File: src/rtl/fifo_out_ctrl.sv
// fifo_out_ctrl: FIFO controller in front of an external 2**ADDR_W-entry register file.
// Optional macro FIFO_OUT_SIMUL_RW_EN: allow a push and a pop in the same cycle.
module fifo_out_ctrl #(
  parameter int ADDR_W = 5,
  parameter int DATA_W = 32
) (
  input  logic              clk,
  input  logic              reset,
  input  logic              wr_en,
  input  logic              rd_en,
  input  logic [DATA_W-1:0] din,
  output logic [DATA_W-1:0] dout,
  output logic              full,
  output logic              empty,
  output logic              wr_ack,
  output logic              wr_err,
  output logic              rd_ack,
  output logic              rd_err,
  output logic [ADDR_W:0]   data_count,
  output logic              rf_we,
  output logic [ADDR_W-1:0] rf_wAddr,
  output logic [ADDR_W-1:0] rf_rAddr,
  output logic [DATA_W-1:0] rf_wData,
  input  logic [DATA_W-1:0] rf_rData
);

  localparam int              DEPTH    = 1 << ADDR_W;
  localparam logic [ADDR_W:0] FULL_CNT = (ADDR_W + 1)'(DEPTH);

  typedef enum logic [2:0] {
    INIT,
    NO_OP,
    WRITE,
    WR_ERROR,
    READ,
    RD_ERROR
  } state_e;

  state_e              state_q, state_d;
  logic [ADDR_W-1:0]   head_q, head_d;
  logic [ADDR_W-1:0]   tail_q, tail_d;
  logic [ADDR_W:0]     count_q, count_d;
  logic [DATA_W-1:0]   dout_q, dout_d;
  logic                do_wr, do_rd;

`ifdef FIFO_OUT_SIMUL_RW_EN
  // Read-side result of a simultaneous push/pop; the state register carries the write side.
  logic                rd_ack_x_q, rd_ack_x_d;
  logic                rd_err_x_q, rd_err_x_d;
`endif

  assign full       = (count_q == FULL_CNT);
  assign empty      = (count_q == '0);
  assign data_count = count_q;
  assign rf_wAddr   = tail_q;
  assign rf_rAddr   = head_q;
  assign rf_wData   = din;
  assign dout       = dout_q;

  // A push into a full FIFO is allowed only when a pop frees a slot at the same edge.
  always_comb begin
`ifdef FIFO_OUT_SIMUL_RW_EN
    do_rd = rd_en & ~empty;
`else
    do_rd = rd_en & ~wr_en & ~empty;
`endif
    do_wr = wr_en & (~full | do_rd);
    rf_we = do_wr & ~reset;
  end

  // NOTE: every signal assigned in an always_comb gets a default first, so no path
  // leaves it unassigned and no latch is inferred.
  always_comb begin
    state_d = NO_OP;
    head_d  = head_q;
    tail_d  = tail_q;
    count_d = count_q;
    dout_d  = dout_q;

    if (wr_en) begin
      state_d = do_wr ? WRITE : WR_ERROR;
    end else if (rd_en) begin
      state_d = do_rd ? READ : RD_ERROR;
    end

    if (do_wr) begin
      tail_d = tail_q + ADDR_W'(1);
    end
    if (do_rd) begin
      head_d = head_q + ADDR_W'(1);
      dout_d = rf_rData;
    end

    if (do_wr && !do_rd) begin
      count_d = count_q + (ADDR_W + 1)'(1);
    end else if (do_rd && !do_wr) begin
      count_d = count_q - (ADDR_W + 1)'(1);
    end
  end

`ifdef FIFO_OUT_SIMUL_RW_EN
  always_comb begin
    rd_ack_x_d = wr_en & rd_en & do_rd;
    rd_err_x_d = wr_en & rd_en & ~do_rd;
  end
`endif

  // NOTE: state is updated with non-blocking assignments so every flop samples
  // the pre-edge values regardless of statement order.
  // The register file lives outside this block; only the control state is reset.
  always_ff @(posedge clk) begin
    if (reset) begin
      state_q <= INIT;
      head_q  <= '0;
      tail_q  <= '0;
      count_q <= '0;
      dout_q  <= '0;
    end else begin
      state_q <= state_d;
      head_q  <= head_d;
      tail_q  <= tail_d;
      count_q <= count_d;
      dout_q  <= dout_d;
    end
  end

`ifdef FIFO_OUT_SIMUL_RW_EN
  always_ff @(posedge clk) begin
    if (reset) begin
      rd_ack_x_q <= 1'b0;
      rd_err_x_q <= 1'b0;
    end else begin
      rd_ack_x_q <= rd_ack_x_d;
      rd_err_x_q <= rd_err_x_d;
    end
  end
`endif

  // Handshakes decode only the state register, so they have no input-to-output path.
  assign wr_ack = (state_q == WRITE);
  assign wr_err = (state_q == WR_ERROR);
`ifdef FIFO_OUT_SIMUL_RW_EN
  assign rd_ack = (state_q == READ) | rd_ack_x_q;
  assign rd_err = (state_q == RD_ERROR) | rd_err_x_q;
`else
  assign rd_ack = (state_q == READ);
  assign rd_err = (state_q == RD_ERROR);
`endif

endmodule

File: config.mk
export PLATFORM = sky130hd
export DESIGN_NAME = fifo_out_ctrl
export DESIGN_NICKNAME = d
export VERILOG_FILES = /design/src/rtl/fifo_out_ctrl.sv
export SDC_FILE = /design/constraint.sdc
export NUM_CORES = 1
export LEC_CHECK = 0
export ABC_CLOCK_PERIOD_IN_PS = 5200
export BUFFER_PORTS_ARGS = -buffer_cell sky130_fd_sc_hd__buf_4
export CAP_MARGIN = 25
export CORE_AREA = 2 2 101 103
export CTS_BUF_LIST = sky130_fd_sc_hd__clkbuf_8
export CTS_CLUSTER_SIZE = 12
export DETAILED_ROUTE_END_ITERATION = 10
export DIE_AREA = 0 0 103 105
export REMOVE_ABC_BUFFERS = 1
export SYNTH_ARGS = -nofsm -noshare
export SYNTH_HDL_FRONTEND = slang
export SYNTH_SLANG_ARGS = --single-unit
File: constraint.sdc
create_clock -name clk -period 5.2 [get_ports clk]
set_clock_uncertainty 0.1 [all_clocks]
set_input_delay 0.52 -clock clk [delete_from_list [all_inputs] [get_ports clk]]
set_output_delay 0.52 -clock clk [all_outputs]
set_load 0.01 [all_outputs]
==> results.sh <==
export IMPL_status="complete, no violations"
export IMPL_rsz0062_at_grt="false"
export IMPL_crit_type="reg -> reg"
export IMPL_die_h_microns=105
export IMPL_hp_class="in -> reg"
export IMPL_synthCells=280
export IMPL_grt_pass1_vias=1847
export IMPL_htreeDepth=2
export IMPL_grt_max_degree=53
export IMPL_mostFrequentLayoutCells="90 x buf_4, 51 x dfxtp_1, 38 x nand2_1"
export IMPL_grt_antenna_before_repair=0
export IMPL_syn_to_final_growth_pct=23.0
export IMPL_crit_arrival_ns=3.38
export IMPL_dr_pass1_iters=4
export IMPL_yosys_top_cells_area="dfxtp_1 40%, a21oi_2 9.9%, buf_4 9.6%"
export IMPL_dp_cells=457
export IMPL_crit_top_cell="ha_1"
export IMPL_cts_sinks=51
export IMPL_cts_repair_resized=0
export IMPL_initial_utilization_pct=26.7
export IMPL_grt_pass1_wl_microns=10600
export IMPL_clkTransAtPathRegs_ns=0.10
export IMPL_final_cells=465
export IMPL_period_minus_slack_ns=3.32
export IMPL_dp_hpwl_microns=5190
export IMPL_final_common_cell="buf_4"
export IMPL_powerDensity_nw_per_um2=437
export IMPL_cp_required_ns=5.26
export IMPL_yosysWarnings=0
export IMPL_cp_cell_sequence="nor4_4, nand3_2, and2_4, inv_12, ha_1, inv_1, ha_1, a21o_1, a21oi_1, o22a_1, nand3_1, nor3b_1"
export IMPL_core_area_sq_um=9640
export IMPL_fin_nets=407
export IMPL_final_setup_tns_ns=0
export IMPL_io_pins=155
export IMPL_clock_latency_ns=0.30
export IMPL_synthDistinctLibCells=35
export IMPL_yosys_most_used_dff="dfxtp_1"
export IMPL_wl_microns=7050
export IMPL_leakagePower_nw=1.34
export IMPL_routabilityCongestion=0.754
export IMPL_crit_slowest_cell="dfxtp_1"
export IMPL_drive_gt1_share_pct=48.2
export IMPL_max_slew_margin_pct=50.7
export IMPL_grt_overflow=0
export IMPL_synth_top_area_share_pct=39.7
export IMPL_cap_violations=0
export IMPL_ys_ff_latch=51
export IMPL_path_max_fanout=36
export IMPL_vias=1996
export IMPL_synth_edf_count=0
export IMPL_finalMaxSlewViolations=0
export IMPL_die_area_sq_um=10800
export IMPL_synth_area_leader_cell="dfxtp_1"
export IMPL_fmax_ghz=0.302
export IMPL_worstMarginPinSlew_ns=0.739
export IMPL_hold_violations=0
export IMPL_fin_crit_sh_pct=63.8
export IMPL_cp_end_kind="register"
export IMPL_cts_buffers=5
export IMPL_detail_route_antenna_nets=0
export IMPL_num_rows=36
export IMPL_synthesis_area_sq_um=2570
export IMPL_wl_per_cell_microns=15.2
export IMPL_viasPerCell=4.29
export IMPL_slowest_delay_ns=0.39
export IMPL_cts_tree="yes"
export IMPL_startpoint_type="register"
export IMPL_die_w_microns=103
export IMPL_io_buffers=90
export IMPL_cts_hold_buf=0
export IMPL_insertedDiodeCount=0
export IMPL_drc=0
export IMPL_ys_seq_area_share_pct=39.7
export IMPL_setup_viol=0
export IMPL_cts_setup_buffers=0
export IMPL_drt_iter0_drc=37
export IMPL_cts_buffer_depth=2
export IMPL_async_flop_share_pct=0
export IMPL_grt_util_all_layers_pct=12.8
export IMPL_root_buffer="clkbuf_8"
export IMPL_peakVddDrop_uv=141
export IMPL_avgSynthCellArea_sq_um=9.19
[worst max-delay path, delay by kind of cell, from the launching register on]
family	cells	cell delay, ns
AND/OR/NAND/NOR	5	1.07
flip-flops	1	0.39
adder cells (fa/ha/maj)	2	0.58
buffers and inverters	2	0.39
AO/OA/AOI/OAI	3	0.65
[path summary, 6_finish.rpt]
kind	endpoint	startpoint	depth (start not counted)	slack (ns)
worst min-delay path	dout[2]	rf_rData[2]	3	0.36
worst max-delay path	data_count[5]	data_count[1]	12	1.88
worst min register to register	dout[18]	dout[18]	2	0.37
worst max register to register	data_count[5]	data_count[1]	12	1.88
[layout make-up]
type | count | area (sq um)
Multi-Input combinational cell | 176 | 1160
Tap cell | 133 | 166
Sequential cell | 51 | 1020
Fill cell | 1056 | 6480
Clock buffer | 7 | 96.3
Inverter | 7 | 38.8
Timing Repair Buffer | 90 | 676
Clock inverter | 1 | 7.51
[synthesized netlist by cell type, types with 3 or more instances]
library cell / n
a21o_1: 3
a21oi_1: 9
a21oi_2: 29
and3_1: 3
buf_12: 3
buf_4: 33
clkbuf_1: 5
dfxtp_1: 51
ha_1: 7
inv_1: 6
mux2i_1: 4
nand2_1: 38
nand2_2: 29
nand3_1: 5
nor2_1: 16
nor3_1: 3
nor3b_1: 3
xnor2_1: 6
xor2_1: 6
[sequential cells by signal (all words and copies together), names as in the netlist]
name        cells
state_q         3
data_count      6
rf_rAddr        5
rf_wAddr        5
dout           32
[cell families after synthesis]
kind of cell | share of synthesized area [%]
buf+inv | 15.3
simple gates | 21.6
fa+ha+maj | 4.18
mux | 1.56
flops | 39.7
xor+xnor | 4.09
compound gates | 13.5
[metal layers]
metal | GRT usage [%] | vias up | routed length [microns]
met5 | 5.64 | - | 0
met4 | 3.57 | 0 | 68
met3 | 8.23 | 6 | 918
met2 | 16.5 | 96 | 2840
met1 | 16.8 | 914 | 3220
li1 | - | 980 | -
[per-stage QoR]
step                instance area, sq um  setup slack, ns  power, mW  utilization, %  hold slack [ns]
floorplan                           2220             2.28      0.916               -            0.374
global placement                    3060             1.87       1.12            31.7            0.348
detailed placement                  3060             1.77       1.14            31.7            0.353
CTS                                 3160             1.86       1.40            32.8            0.339
global route                        3160             1.61       1.48            32.8            0.348
finish                              3160             1.88       1.38            32.8            0.356
[where the power goes]
| group | internal, mW | leakage, nW | switching, mW | total [mW] |
|---|---|---|---|---|
| clock network | 0.121 | 0.0505 | 0.136 | 0.258 |
| registers | 0.453 | 0.416 | 0.0693 | 0.523 |
| logic | 0.280 | 0.875 | 0.321 | 0.601 |
| total | 0.855 | 1.34 | 0.526 | 1.38 |
No activity file was read; power rests on OpenSTA's default activity.
